==> src/rtl/cordic_quadrant_prerot_pipe.sv <==
// -----------------------------------------------------------------------------
// cordic_quadrant_prerot_pipe
//
// Quadrant pre-rotation stage ahead of the CORDIC core in the QAM-16 receiver.
// It folds (x, y, z) into the CORDIC convergence range using exact
// +/-90 and 180 degree swaps and negations. The stage is a two-deep pipeline
// with a valid/ready handshake on both sides.
//
//   rotation mode  (mode = 0): the quadrant comes from the angle z_in, and the
//                              quadrant offset is subtracted from z.
//   vectoring mode (mode = 1): the quadrant comes from the signs of x and y, and
//                              the applied rotation is added to the running
//                              angle z, modulo TWO_PI.
//
// Ports
//   clk, rst       clock (rising edge), asynchronous active-high reset
//   in_valid/ready upstream handshake; in_ready does not depend on in_valid
//   mode           0 = rotation, 1 = vectoring; captured with each sample
//   x_in, y_in     signed WIDTH_WIRE-bit vector components
//   z_in           unsigned WIDTH-bit phase in [0, TWO_PI)
//   out_valid/ready downstream handshake; outputs hold while stalled
//   x_out, y_out   pre-rotated vector
//   z_out          residual (rotation) or accumulated (vectoring) angle
//   quad_out       0 = none, 1 = +90, 2 = 180, 3 = -90
//   sat_out        a negation in this sample clipped at the positive limit
//   range_err      rotation-mode z_in >= TWO_PI; the sample passes unchanged
//   sat_count      saturating count of transferred samples with sat_out = 1
//   clr_sat_cnt    synchronous clear of sat_count; wins over an increment
// -----------------------------------------------------------------------------
module cordic_quadrant_prerot_pipe #(
   parameter int unsigned WIDTH         = 16,
   parameter int unsigned WIDTH_WIRE    = 18,
   parameter int unsigned PI_HALF       = 6433,
   parameter int unsigned PI            = 12867,
   parameter int unsigned THREE_PI_HALF = 19301,
   parameter int unsigned TWO_PI        = 25735,
   parameter int unsigned CNT_WIDTH     = 16
) (
   input  logic                         clk,
   input  logic                         rst,
   input  logic                         in_valid,
   output logic                         in_ready,
   input  logic                         mode,
   input  logic signed [WIDTH_WIRE-1:0] x_in,
   input  logic signed [WIDTH_WIRE-1:0] y_in,
   input  logic        [WIDTH-1:0]      z_in,
   output logic                         out_valid,
   input  logic                         out_ready,
   output logic signed [WIDTH_WIRE-1:0] x_out,
   output logic signed [WIDTH_WIRE-1:0] y_out,
   output logic        [WIDTH-1:0]      z_out,
   output logic        [1:0]            quad_out,
   output logic                         sat_out,
   output logic                         range_err,
   output logic        [CNT_WIDTH-1:0]  sat_count,
   input  logic                         clr_sat_cnt
);

   // z comparisons and the vectoring-mode sum use one extra bit so that
   // z + THREE_PI_HALF cannot overflow before the modulo subtract.
   localparam int unsigned ZW = WIDTH + 1;

   localparam logic [ZW-1:0]    PI_HALF_Z       = ZW'(PI_HALF);
   localparam logic [ZW-1:0]    PI_Z            = ZW'(PI);
   localparam logic [ZW-1:0]    THREE_PI_HALF_Z = ZW'(THREE_PI_HALF);
   localparam logic [ZW-1:0]    TWO_PI_Z        = ZW'(TWO_PI);

   localparam logic [WIDTH-1:0] PI_HALF_W       = WIDTH'(PI_HALF);
   localparam logic [WIDTH-1:0] PI_W            = WIDTH'(PI);
   localparam logic [WIDTH-1:0] THREE_PI_HALF_W = WIDTH'(THREE_PI_HALF);

   localparam logic [WIDTH_WIRE-1:0] XMIN = {1'b1, {(WIDTH_WIRE-1){1'b0}}};
   localparam logic [WIDTH_WIRE-1:0] XMAX = ~XMIN;

   typedef enum logic [1:0] {
      Q_NONE = 2'd0,
      Q_P90  = 2'd1,
      Q_180  = 2'd2,
      Q_M90  = 2'd3
   } quad_e;

   // ---------------------------------------------------------------------------
   // Handshake
   // ---------------------------------------------------------------------------
   logic s1_valid_q;
   logic s2_valid_q;
   logic s2_adv;

   assign s2_adv   = !s2_valid_q || out_ready;
   assign in_ready = !s1_valid_q || s2_adv;

   // ---------------------------------------------------------------------------
   // S1: quadrant decode and input capture
   // ---------------------------------------------------------------------------
   quad_e                  s1_quad_d;
   logic                   s1_rerr_d;
   logic [ZW-1:0]          z_ext;

   always_comb begin
      s1_quad_d = Q_NONE;
      s1_rerr_d = 1'b0;
      z_ext     = {1'b0, z_in};
      if (mode) begin
         // Vectoring: fold the left half-plane onto the right half-plane.
         if (x_in[WIDTH_WIRE-1]) begin
            s1_quad_d = y_in[WIDTH_WIRE-1] ? Q_P90 : Q_M90;
         end
      end else begin
         if (z_ext >= TWO_PI_Z) begin
            s1_rerr_d = 1'b1;
         end else if (z_ext >= THREE_PI_HALF_Z) begin
            s1_quad_d = Q_M90;
         end else if (z_ext >= PI_Z) begin
            s1_quad_d = Q_180;
         end else if (z_ext >= PI_HALF_Z) begin
            s1_quad_d = Q_P90;
         end
      end
   end

   logic                         s1_mode_q;
   logic signed [WIDTH_WIRE-1:0] s1_x_q;
   logic signed [WIDTH_WIRE-1:0] s1_y_q;
   logic        [WIDTH-1:0]      s1_z_q;
   quad_e                        s1_quad_q;
   logic                         s1_rerr_q;

   always_ff @(posedge clk or posedge rst) begin
      if (rst) begin
         s1_valid_q <= 1'b0;
         s1_mode_q  <= 1'b0;
         s1_x_q     <= '0;
         s1_y_q     <= '0;
         s1_z_q     <= '0;
         s1_quad_q  <= Q_NONE;
         s1_rerr_q  <= 1'b0;
      end else if (in_ready) begin
         s1_valid_q <= in_valid;
         if (in_valid) begin
            s1_mode_q <= mode;
            s1_x_q    <= x_in;
            s1_y_q    <= y_in;
            s1_z_q    <= z_in;
            s1_quad_q <= s1_quad_d;
            s1_rerr_q <= s1_rerr_d;
         end
      end
   end

   // ---------------------------------------------------------------------------
   // S2: swap / saturating negate and angle update
   // ---------------------------------------------------------------------------
   logic signed [WIDTH_WIRE-1:0] neg_x;
   logic signed [WIDTH_WIRE-1:0] neg_y;
   logic                         neg_x_sat;
   logic                         neg_y_sat;

   always_comb begin
      neg_x_sat = (s1_x_q == XMIN);
      neg_y_sat = (s1_y_q == XMIN);
      neg_x     = neg_x_sat ? XMAX : ('0 - s1_x_q);
      neg_y     = neg_y_sat ? XMAX : ('0 - s1_y_q);
   end

   logic signed [WIDTH_WIRE-1:0] s2_x_d;
   logic signed [WIDTH_WIRE-1:0] s2_y_d;
   logic        [WIDTH-1:0]      s2_z_d;
   logic                         s2_sat_d;
   logic        [ZW-1:0]         z_add;
   logic        [ZW-1:0]         z_sum;

   always_comb begin
      s2_x_d   = s1_x_q;
      s2_y_d   = s1_y_q;
      s2_sat_d = 1'b0;
      case (s1_quad_q)
         Q_P90: begin
            s2_x_d   = neg_y;
            s2_y_d   = s1_x_q;
            s2_sat_d = neg_y_sat;
         end
         Q_180: begin
            s2_x_d   = neg_x;
            s2_y_d   = neg_y;
            s2_sat_d = neg_x_sat || neg_y_sat;
         end
         Q_M90: begin
            s2_x_d   = s1_y_q;
            s2_y_d   = neg_x;
            s2_sat_d = neg_x_sat;
         end
         default: ;
      endcase
   end

   // The swap operations are shared by both modes; only the angle update
   // differs: rotation removes the quadrant offset, vectoring accumulates the
   // applied rotation (Q_M90 adds pi/2, Q_P90 adds 3pi/2).
   always_comb begin
      z_add = '0;
      if (s1_quad_q == Q_M90) begin
         z_add = PI_HALF_Z;
      end else if (s1_quad_q == Q_P90) begin
         z_add = THREE_PI_HALF_Z;
      end
      z_sum  = {1'b0, s1_z_q} + z_add;
      s2_z_d = s1_z_q;
      if (s1_mode_q) begin
         if (s1_quad_q != Q_NONE) begin
            s2_z_d = (z_sum >= TWO_PI_Z) ? WIDTH'(z_sum - TWO_PI_Z) : WIDTH'(z_sum);
         end
      end else begin
         case (s1_quad_q)
            Q_P90:   s2_z_d = s1_z_q - PI_HALF_W;
            Q_180:   s2_z_d = s1_z_q - PI_W;
            Q_M90:   s2_z_d = s1_z_q - THREE_PI_HALF_W;
            default: s2_z_d = s1_z_q;
         endcase
      end
   end

   logic signed [WIDTH_WIRE-1:0] s2_x_q;
   logic signed [WIDTH_WIRE-1:0] s2_y_q;
   logic        [WIDTH-1:0]      s2_z_q;
   quad_e                        s2_quad_q;
   logic                         s2_sat_q;
   logic                         s2_rerr_q;

   always_ff @(posedge clk or posedge rst) begin
      if (rst) begin
         s2_valid_q <= 1'b0;
         s2_x_q     <= '0;
         s2_y_q     <= '0;
         s2_z_q     <= '0;
         s2_quad_q  <= Q_NONE;
         s2_sat_q   <= 1'b0;
         s2_rerr_q  <= 1'b0;
      end else if (s2_adv) begin
         s2_valid_q <= s1_valid_q;
         if (s1_valid_q) begin
            s2_x_q    <= s2_x_d;
            s2_y_q    <= s2_y_d;
            s2_z_q    <= s2_z_d;
            s2_quad_q <= s1_quad_q;
            s2_sat_q  <= s2_sat_d;
            s2_rerr_q <= s1_rerr_q;
         end
      end
   end

   // ---------------------------------------------------------------------------
   // Saturation event counter
   // ---------------------------------------------------------------------------
   logic [CNT_WIDTH-1:0] sat_cnt_q;
   logic [CNT_WIDTH-1:0] sat_cnt_d;
   logic                 sat_evt;

   always_comb begin
      sat_evt   = s2_valid_q && out_ready && s2_sat_q;
      sat_cnt_d = sat_cnt_q;
      if (clr_sat_cnt) begin
         sat_cnt_d = '0;
      end else if (sat_evt && (sat_cnt_q != '1)) begin
         sat_cnt_d = sat_cnt_q + CNT_WIDTH'(1);
      end
   end

   always_ff @(posedge clk or posedge rst) begin
      if (rst) begin
         sat_cnt_q <= '0;
      end else begin
         sat_cnt_q <= sat_cnt_d;
      end
   end

   // ---------------------------------------------------------------------------
   // Outputs
   // ---------------------------------------------------------------------------
   assign out_valid = s2_valid_q;
   assign x_out     = s2_x_q;
   assign y_out     = s2_y_q;
   assign z_out     = s2_z_q;
   assign quad_out  = s2_quad_q;
   assign sat_out   = s2_sat_q;
   assign range_err = s2_rerr_q;
   assign sat_count = sat_cnt_q;

endmodule
==> config.mk <==
export PLATFORM = sky130hd
export DESIGN_NAME = cordic_quadrant_prerot_pipe
export DESIGN_NICKNAME = d
export VERILOG_FILES = /design/src/rtl/cordic_quadrant_prerot_pipe.sv
export SDC_FILE = /design/constraint.sdc
export NUM_CORES = 1
export LEC_CHECK = 0
export ABC_CLOCK_PERIOD_IN_PS = 12600
export BUFFER_PORTS_ARGS = -buffer_cell sky130_fd_sc_hd__buf_2
export CORE_MARGIN = 3
export CORE_UTILIZATION = 40
export CTS_CLUSTER_DIAMETER = 30
export DETAILED_ROUTE_END_ITERATION = 8
export PLACE_DENSITY = 0.62
export SLEW_MARGIN = 20
export SYNTH_ARGS = -nofsm -noshare
export SYNTH_HDL_FRONTEND = slang
export SYNTH_SLANG_ARGS = --single-unit
==> constraint.sdc <==
create_clock -name clk -period 12.6 [get_ports clk]
set_clock_uncertainty 0.15 [all_clocks]
set_input_delay 2.52 -clock clk [delete_from_list [all_inputs] [get_ports clk]]
set_output_delay 2.52 -clock clk [all_outputs]
set_load 0.01 [all_outputs]
==> out/results.tsv, run 1 <==
stage	metric	value	unit
run_status	status	finished, final reports clean	
logic_synthesis	ys.flop_type	dfrtp_1	
power_and_ir_drop	p_clk_share	28.6	%
setup_path	critPathLaunch	out_ready	
setup_path	ff2ff_path_depth	16	
global_routing	grt_usage	20.6	%
floorplan	die-area	23600	µm²
placed_design	io_buffers	131	
clock_tree	cts-hold-fix-buffers	0	
clock_tree	cts_resized	0	
logic_synthesis	ys_ff_latch	130	
setup_path	critPathKind	in2out	
setup_path	critPathLaunchType	primary input	
logic_synthesis	synth-edff-count	0	
finish	design_area	10100	µm²
setup_path	worstPathRequired	9.93	ns
timing	finalHoldViolations	0	
clock_tree	cts_setup_buffers	0	
placed_design	dpl_cell_area	9490	µm²
power_and_ir_drop	pwr-share-seq	34.0	%
global_routing	grt_pass1_wl	39400	µm
logic_synthesis	synthArstFlopShare	100	%
clock_tree	cts_tree	yes	
global_routing	grt_pass1_vias	7174	
floorplan	ios	132	
logic_synthesis	syn_avg_cell_area	8.62	µm²
power_and_ir_drop	p_int	1.07	mW
power_and_ir_drop	p_sw	0.679	mW
setup_path	r2r-start	s1_quad_q[0]	
drt	drtPass1Iterations	5	
drt	drc_errors	0	
power_and_ir_drop	swShare	38.7	%
timing	setup_violations	0	
floorplan	start_util	41.0	%
timing	finalCritPeriodShare	44.9	%
floorplan	num_rows	53	
global_routing	grt_max_degree	97	
floorplan	fp.dieH	154	µm
finish	n_antenna_cell	0	
global_routing	grt_antenna_before_repair	0	
logic_synthesis	seq_area_frac_synth	37.4	%
drt	vias_per_cell	5.70	
timing	rsz0062_at_grt	no	
min_path	whs_path_depth	2	
clock_tree	clk_path_buf_depth	2	
timing	fmax	177	MHz
clock_tree	path_clk_slew	0.06	ns
drt	drt_iter0_markers	701	
power_and_ir_drop	power-per-cell-area	174	nW/µm²
clock_tree	clk_latency	0.42	ns
drt	ant_nets	0	
timing	hold_slack	0.315	ns
logic_synthesis	synth_cell_types	82	
timing	max-slew-margin-rel	40.5	%
job	maxCapViolCount	0	
min_path	min_path_type	reg2reg	
floorplan	core_area	21200	µm²
timing	report.final.slew_viol_count	0	
setup_path	r2r_end	z_out[13]	
power_and_ir_drop	leakage	4.34	nW
clock_tree	cts-root-buf	clkbuf_16	
clock_tree	cts_buffers	17	
setup_path	endpoint	in_ready	
drt	via_count	7933	
setup_path	r2r_setup_slack	7.85	ns
floorplan	die_w	154	µm
logic_synthesis	syn_area	8700	µm²
timing	worst_pin_slew	0.889	ns
setup_path	path_max_fanout	3	
logic_synthesis	synth_fp_nets	1088	
global_routing	overflow	0	
drt	postRouteWirelength	24300	µm
placed_design	post-dp-hpwl	17800	µm
power_and_ir_drop	ir_drop	85.3	µV
setup_path	end_kind	output port	
power_and_ir_drop	power.share.combinational	37.4	%
finish	syn2layout_area_growth	15.9	%
setup_path	critPathArrivalTime	2.99	ns
drt	wl_per_cell	17.5	µm
finish	drive_above_1_share	23.2	%
clock_tree	cts-htree-levels	4	
finish	finish.utilization	47.5	%
finish	fin_nets	1181	
timing	fin_setup_tns	0	ns
logic_synthesis	yosysWarningCount	0	
timing	period_needed	5.66	ns
placed_design	place_congestion	0.869	
clock_tree	clock-sinks	130	
logic_synthesis	syn_inst	1010	
==> power groups by stage <==
stage	sequential (mW)	clock, mW	combinational [mW]
after CTS	0.594	0.511	0.651
after global routing	0.610	0.532	0.728
after global placement	0.598	0	0.639
after detailed placement	0.602	0	0.647
after floorplan	0.596	0	0.447
final	0.595	0.502	0.655
==> cell usage in the layout (no fill, tap or decap), types with 10 or more instances in the layout <==
cell type and count:
o21ai_0 112, xnor2_1 23, a311oi_1 10, inv_1 20, buf_2 131, mux2_2 56, nand2_1 121, a211oi_1 12
nand2b_1 17, clkbuf_16 17, nor3_1 18, nand3_1 27, a21oi_1 74, xor2_1 25, dfrtp_1 128, ha_1 19
or3_1 12, nor2_1 84, a31oi_1 14, mux2i_1 11
==> per-layer routing <==
layer / vias to the layer above / track usage [%] / share of wire [%]
met1: 3731 / 32.3 / 49
met5: - / 0 / 0
met4: 0 / 5.68 / 1.5
met3: 27 / 3.86 / 7.9
met2: 300 / 28.7 / 41
li1: 3875 / - / -
==> worst max-delay path, cell delays in order <==
cell and delay, ns:
buf_2 0.11, nand3b_1 0.19, buf_2 0.17
==> worst min-delay path by stage <==
stage | from | end | slack [ns]
finish | x_out[0] | x_out[0] | 0.31
global route | x_out[7] | x_out[7] | 0.36
CTS | x_out[0] | x_out[0] | 0.32
detailed placement | x_out[0] | x_out[0] | 0.31
global placement | x_out[0] | x_out[0] | 0.30
floorplan | s1_rerr_q | range_err | 0.29
==> registers in the layout, summed over array words and instances, names as in the netlist, 2 cells and up <==
register,count
quad_out,2
s1_quad_q,2
s1_x_q,18
s1_y_q,18
s1_z_q,16
sat_count,16
x_out,18
y_out,18
z_out,16
==> cell type report <==
cell class | instances | area [µm²]
Clock buffer | 19 | 443
Sequential cell | 130 | 3260
Tap cell | 275 | 344
Multi-Input combinational cell | 795 | 5100
Clock inverter | 13 | 149
Fill cell | 2062 | 11100
Timing Repair Buffer | 138 | 712
Inverter | 21 | 81.3
==> Yosys cell counts (7+ instances only) <==
| cell | instances | share of area [%] |
|---|---|---|
| mux2i_1 | 11 | 1.3 |
| xor2_1 | 25 | 2.5 |
| a31oi_1 | 14 | 1.0 |
| a211oi_1 | 12 | 1.0 |
| dfrtp_1 | 130 | 37 |
| nand2b_1 | 17 | 1.2 |
| nor4_1 | 7 | 0.50 |
| mux2_2 | 56 | 7.2 |
| nor3_1 | 18 | 1.0 |
| o21ai_0 | 112 | 6.4 |
| inv_1 | 21 | 0.91 |
| a311oi_1 | 10 | 1.0 |
| or3_1 | 12 | 0.86 |
| nand4_1 | 8 | 0.58 |
| buf_1 | 14 | 0.60 |
| o31ai_1 | 7 | 0.60 |
| xnor2_1 | 23 | 2.3 |
| a21oi_1 | 74 | 4.3 |
| clkbuf_1 | 38 | 1.6 |
| nand2_1 | 123 | 5.3 |
| nand3_1 | 27 | 1.6 |
| ha_1 | 19 | 2.7 |
| o21a_1 | 7 | 0.60 |
| a21o_1 | 8 | 0.69 |
| nor2_1 | 84 | 3.6 |
| buf_2 | 8 | 0.46 |
| and2_1 | 8 | 0.58 |
==> per-stage QoR <==
| step | setup WS, ns | instances | power, mW |
|---|---|---|---|
| 2_1_floorplan | 6.46 | 1010 | 1.04 |
| 3_3_place_gp | 6.95 | 1359 | 1.24 |
| 3_5_place_dp | 6.94 | 1359 | 1.25 |
| 4_1_cts | 6.94 | 1391 | 1.76 |
| 5_1_grt | 6.89 | 1391 | 1.87 |
| 6_report | 6.94 | 1391 | 1.75 |
==> kinds of logic after synthesis <==
family                     share of synthesized area [%]
xor gates and xnor gates                            5.20
muxes                                               8.51
DFF                                                 37.4
adders and majority gates                           3.22
AOI/OAI and AO/OA                                   22.6
buffers and inverters                               4.08
and+or+nand+nor                                     19.0
No activity file was read; power rests on OpenSTA's default activity.
==> run 2, diff against run 1 <==
ABC_CLOCK_PERIOD_IN_PS = 4600   (was 12600)
PLACE_DENSITY = 0.65   (was 0.62)
clock period = 4.6 ns   (was 12.6 ns; I/O delays follow)
==> run 2 against run 1 <==
Compared with the run above: wire length grew 2.2%; power grew to 2.7 times the previous value; non-clock buffer count grew 10; clock power grew to 2.6 times the previous value; critical path depth grew 10; register-to-register slack lost 7.5 ns; via count grew 1.6%; count of clock-buffer cells in the layout grew 3; core utilization grew 0.26 points; cell count grew 0.72%; sequential cell count is the same; hold slack gained 0.0045 ns; critical path type is now reg2reg; largest power group unchanged.
==> out/results.tsv, run 2 (synthesis gave the netlist of run 1 again) <==
stage	metric	value	unit	change
setup_path	critPathArrivalTime	4.46	ns	+1.47 ns
setup_path	crit_buf_inv	0		-2
drt	highest_layer	met4		
floorplan	num_rows	53		unchanged
clock_tree	cts-hold-fix-buffers	0		unchanged
global_routing	grt_usage	20.7	%	+0.16 points
global_routing	grt_pass1_wl	39500	µm	+0.23%
global_routing	grt_antenna_before_repair	0		unchanged
global_routing	grt_pass1_vias	7150		-0.33%
finish	n_antenna_cell	0		unchanged
global_routing	overflow	0		unchanged
timing	fmax	235	MHz	
global_routing	grt_max_degree	69		-29%
finish	mostFrequentLayoutCell	buf_2		
setup_path	path_max_fanout	13		+10
finish	finish.utilization	47.8	%	+0.26 points
floorplan	core_area	21200	µm²	unchanged
clock_tree	path_clk_slew	0.06	ns	about the same
placed_design	dpl_cell_area	9560	µm²	+0.79%
drt	drt_iter0_markers	694		-1.0%
finish	drive_above_1_share	23.8	%	+0.59 points
finish	layout_common_cells	buf_2, dfrtp_1, nand2_1, o21ai_0, nor2_1		
finish	design_area	10100	µm²	+0.55%
power_and_ir_drop	power-per-cell-area	471	nW/µm²	+170%
setup_path	critPathLaunchType	flop		
placed_design	io_buffers	131		unchanged
drt	drtPass1Iterations	5		unchanged
drt	vias_per_cell	5.75		+0.85%
setup_path	crit_family	simple AND/OR/NAND/NOR gates		
timing	worst_pin_slew	0.928	ns	+0.0390 ns
timing	rsz0062_at_grt	no		
min_path	min_path_type	reg2reg		
setup_path	slowest_stage	dfrtp_2		
finish	syn2layout_area_growth	16.5	%	
drt	wl_per_cell	17.7	µm	+1.5%
setup_path	critPathMaxStageDelay	0.49	ns	+0.30 ns
floorplan	die_w	154	µm	unchanged
timing	hold_slack	0.319	ns	+0.00450 ns
timing	max-slew-margin-rel	37.9	%	-2.6 points
timing	report.final.slew_viol_count	0		unchanged
timing	finalHoldViolations	0		unchanged
clock_tree	clk_latency	0.42	ns	about the same
floorplan	fp.dieH	154	µm	unchanged
placed_design	place_congestion	0.998		+15%
clock_tree	clock-sinks	130		unchanged
setup_path	critPathKind	reg2reg		
power_and_ir_drop	leakage	4.39	nW	+1.0%
drt	drc_errors	0		unchanged
clock_tree	clk_path_buf_depth	2		unchanged
timing	fin_setup_tns	0	ns	unchanged
floorplan	die-area	23600	µm²	unchanged
drt	wl_met2	10200	µm	+2.2%
clock_tree	cts_tree	yes		
clock_tree	cts_setup_buffers	0		unchanged
clock_tree	cts-htree-levels	4		unchanged
power_and_ir_drop	ir_drop	256	µV	+200%
finish	fin_nets	1191		+0.85%
job	maxCapViolCount	0		unchanged
timing	period_needed	4.26	ns	
timing	worst_slack	0.343	ns	-6.60 ns
drt	via_count	8058		+1.6%
drt	dr_wl_met3	2100	µm	+9.2%
drt	postRouteWirelength	24900	µm	+2.2%
clock_tree	cts-root-buf	clkbuf_16		
clock_tree	cts_buffers	17		unchanged
clock_tree	cts_resized	0		unchanged
timing	finalCritPeriodShare	92.6	%	
floorplan	ios	132		unchanged
setup_path	end_kind	flop		
drt	wl_met1	12100	µm	+0.63%
timing	setup_violations	0		unchanged
drt	ant_nets	0		unchanged
placed_design	post-dp-hpwl	18600	µm	+4.8%
floorplan	start_util	41.0	%	unchanged
placed_design	dp_slack	0.400	ns	-6.54 ns
setup_path	crit_chain	ha_1 > ha_1 > maj3_2 > nor4b_4 > or3_4 > xnor2_1 > or3_4 > o311ai_4 > or2_2 > a32oi_1 > a211o_1 > or4_1 > nand3_1		
run_status	status	finished, final reports clean		
setup_path	worstPathRequired	4.80	ns	-5.13 ns
==> run 2: changes by cell type in the layout (fill, tap and decap cells not counted), sizes merged <==
| cell | before | now |
|---|---|---|
| inv | 26 | 23 |
| bufinv | 2 | 1 |
| buf | 138 | 148 |
| clkinv | 4 | 7 |
| clkinvlp | 2 | 0 |
| clkbuf | 19 | 22 |
==> run 2: path summary, 6_finish.rpt <==
path | from | endpoint | slack (ns) | cells past startpoint
setup / recovery | s1_quad_q[0] | z_out[4] | 0.34 | 13
hold / removal | quad_out[0] | quad_out[0] | 0.32 | 2
setup reg to reg | s1_quad_q[0] | z_out[4] | 0.34 | 13
hold reg to reg | quad_out[0] | quad_out[0] | 0.32 | 2
max in group asynchronous | rst | s1_z_q[2] | 2.91 | 3
min in group asynchronous | rst | sat_count[10] | 0.52 | 2
==> run 2: power by group <==
group          total, mW  switching, mW  leakage (nW)  internal [mW]
clock               1.31          0.522         0.285          0.792
combinational       1.82           1.07          2.52          0.750
sequential          1.64          0.259          1.58           1.38
total               4.77           1.85          4.39           2.92
==> run 2: metal layers <==
| layer | up-vias | GRT usage, % |
|---|---|---|
| met3 | 32 | 4.64 |
| met5 | - | 0 |
| met1 | 3789 | 31.8 |
| met2 | 353 | 29.0 |
| li1 | 3884 | - |
| met4 | 0 | 6.01 |
==> run 2: final cells by class <==
type	count	area (µm²)
Tap cell	275	344
Multi-Input combinational cell	795	5100
Sequential cell	130	3260
Clock buffer	22	474
Fill cell	2070	11100
Timing Repair Buffer	148	783
Inverter	21	81.3
Clock inverter	10	101
==> run 2: worst reg2reg max path: stages (launching register included) <==
cell	delay, ns
dfrtp_2	0.49
ha_1	0.27
ha_1	0.28
maj3_2	0.35
nor4b_4	0.15
or3_4	0.37
xnor2_1	0.18
or3_4	0.43
o311ai_4	0.27
or2_2	0.30
a32oi_1	0.14
a211o_1	0.33
or4_1	0.39
nand3_1	0.09
==> run 2: through the flow <==
stage          power, mW  cells
5_1_grt             5.08   1401
3_5_place_dp        3.45   1369
3_3_place_gp        3.42   1369
6_report            4.77   1401
2_1_floorplan       2.86   1010
4_1_cts             4.79   1401
==> run 3, diff against run 2 <==
CORE_UTILIZATION = 42   (was 40)
PLACE_DENSITY = 0.67   (was 0.65)
SKIP_LAST_GASP = 1   (was default)
==> run 3 against run 2 <==
Compared with the run above: power increased by 1.8%; sequential power about the same; register-to-register slack got worse by 0.07 ns; core utilization increased by 2.3 points; die area decreased by 4.6%; fmax decreased by 1.6%; global-route usage increased by 0.66 points; count of clock-buffer cells in the layout decreased by 4; sequential share of layout area decreased by 0.10 points; cell count decreased by 0.50%; hold slack improved by 0.0021 ns; non-clock buffer count decreased by 2; critical endpoint is now y_out[5].
==> out/results.tsv, run 3 (synthesis gave the netlist of run 1 again) <==
stage	metric	value	unit	change
timing	setup_violations	0		unchanged
floorplan	start_util	42.9	%	+1.9 points
clock_tree	clk_path_buf_depth	2		unchanged
floorplan	die-area	22500	µm²	-4.6%
setup_path	critPathLaunch	s1_y_q[0]		
clock_tree	path_clk_slew	0.06	ns	about the same
clock_tree	cts_buffers	17		unchanged
power_and_ir_drop	ir_drop	278	µV	+8.7%
setup_path	r2r-start	s1_y_q[0]		
timing	fin_setup_tns	0	ns	unchanged
run_status	status	finished, final reports clean		
finish	fill_cells	1973		-4.7%
clock_tree	cts_resized	0		unchanged
clock_tree	clock-sinks	130		unchanged
finish	finish.utilization	50.1	%	+2.3 points
setup_path	crit_chain	inv_1 > ha_1 > or3b_4 > or3_4 > or4_4 > or4_1 > nor3_2 > nand2_1 > nand2b_1 > a21oi_1 > a311oi_1 > a21oi_1 > o21ai_0		
finish	mostFrequentLayoutCell	buf_2		
job	maxCapViolCount	0		unchanged
drt	postRouteWirelength	24000	µm	-3.5%
setup_path	critPathLaunchType	flop		
timing	report.final.slew_viol_count	0		unchanged
placed_design	post-dp-hpwl	18100	µm	-2.8%
setup_path	path_max_fanout	19		+6
finish	fin_nets	1189		-0.17%
setup_path	cpMostUsedCell	a21oi_1		
clock_tree	clk_latency	0.43	ns	about the same
global_routing	grt_usage	21.4	%	+0.66 points
drt	via_count	7908		-1.9%
placed_design	io_buffers	131		unchanged
power_and_ir_drop	power	4.86	mW	+1.8%
placed_design	place_congestion	0.892		-11%
finish	layout_common_cells	buf_2, dfrtp_1, nand2_1, o21ai_0, nor2_1		
timing	finalHoldViolations	0		unchanged
power_and_ir_drop	leakage	4.40	nW	+0.26%
timing	fmax	231	MHz	-1.6%
global_routing	overflow	0		unchanged
setup_path	crit_buf_inv	1		+1
setup_path	critPathKind	reg2reg		
placed_design	dp_slack	0.345	ns	-0.0549 ns
floorplan	fp.dieH	150	µm	-2.3%
drt	vias_per_cell	5.67		-1.4%
min_path	hp-start	x_out[0]		
clock_tree	cts_setup_buffers	0		unchanged
timing	finalCritPeriodShare	94.1	%	+1.5 points
drt	drt_iter0_markers	617		-11%
timing	rsz0062_at_grt	no		
timing	worst_slack	0.272	ns	-0.0703 ns
global_routing	grt_antenna_before_repair	1		+1
finish	n_antenna_cell	0		unchanged
global_routing	grt_max_degree	70		+1.4%
floorplan	ios	132		unchanged
finish	drive_above_1_share	23.8	%	+0.042 points
finish	multi_input_area	5100	µm²	unchanged
finish	regArea	3260	µm²	unchanged
timing	worst_pin_slew	0.808	ns	-0.120 ns
power_and_ir_drop	power-per-cell-area	478	nW/µm²	+1.4%
drt	drc_errors	0		unchanged
min_path	min_path_type	reg2reg		
timing	max-slew-margin-rel	46.1	%	+8.2 points
setup_path	slowest_stage	or4_1		
global_routing	grt_pass1_vias	7105		-0.63%
timing	period_needed	4.33	ns	+0.0703 ns
floorplan	core_area	20300	µm²	-4.3%
floorplan	die_w	150	µm	-2.3%
clock_tree	cts-htree-levels	4		unchanged
finish	syn2layout_area_growth	16.9	%	
setup_path	end_kind	flop		
setup_path	critPathArrivalTime	4.52	ns	+0.06 ns
clock_tree	cts-root-buf	clkbuf_16		
floorplan	num_rows	52		-1.9%
clock_tree	cts-hold-fix-buffers	0		unchanged
setup_path	crit_family	simple AND/OR/NAND/NOR gates		
drt	ant_nets	0		unchanged
setup_path	worstPathRequired	4.80	ns	about the same
global_routing	grt_pass1_wl	38100	µm	-3.6%
setup_path	critPathMaxStageDelay	0.56	ns	+0.07 ns
drt	wl_per_cell	17.2	µm	-3.0%
drt	drtPass1Iterations	6		+1
clock_tree	cts_tree	yes		
run 3: cell types whose count changed in the layout (fill, tap and decap cells not counted):
| cell | delta |
|---|---|
| clkbuf_1 | -2 |
| bufinv_16 | +2 |
| buf_4 | -3 |
| inv_6 | +1 |
| clkinvlp_4 | +1 |
| clkbuf_8 | -2 |
| buf_12 | +1 |
run 3: final cells by class:
class / instances / share of cell area, %
inverter: 21 / 0.800
sequential: 130 / 32.0
tap: 270 / 3.32
clock inverter: 14 / 1.75
clock buffer: 18 / 4.32
timing repair buffer: 146 / 7.68
multi-input combinational: 795 / 50.1
run 3: report_power, final:
group	total (mW)	internal (mW)	switching (mW)
logic	1.81	0.750	1.06
clock network	1.41	0.873	0.538
registers	1.63	1.38	0.251
total	4.86	3.01	1.85
run 3: path summary, 6_finish.rpt:
| check | slack [ns] | cells past startpoint | to |
|---|---|---|---|
| setup / recovery | 0.27 | 13 | y_out[5] |
| hold / removal | 0.32 | 2 | x_out[0] |
| setup reg to reg | 0.27 | 13 | y_out[5] |
| hold reg to reg | 0.32 | 2 | x_out[0] |
| max in group asynchronous | 2.93 | 3 | s1_y_q[1] |
| min in group asynchronous | 0.45 | 2 | sat_count[13] |
run 3: metal layers:
metal	GRT usage, %	share of wire [%]	vias to the layer above	routed length, µm
met5	0	0.054	-	13
met4	6.68	1.7	2	411
met3	5.06	7.7	34	1860
met2	29.5	40	294	9630
met1	32.7	50	3684	12100
li1	-	-	3894	-
run 3: metrics by stage:
stage / area (µm²) / cells / hold WS (ns)
global route: 10200 / 1394 / 0.350
global placement: 9560 / 1362 / 0.306
CTS: 10200 / 1394 / 0.322
floorplan: 8700 / 1010 / 0.289
finish: 10200 / 1394 / 0.321
detailed placement: 9560 / 1362 / 0.309
run 3: worst register-to-register path, stage by stage, from the launching register on:
cell,delay (ns)
dfrtp_1,0.44
inv_1,0.10
ha_1,0.21
or3b_4,0.42
or3_4,0.36
or4_4,0.47
or4_1,0.56
nor3_2,0.18
nand2_1,0.44
nand2b_1,0.26
a21oi_1,0.08
a311oi_1,0.29
a21oi_1,0.10
o21ai_0,0.19
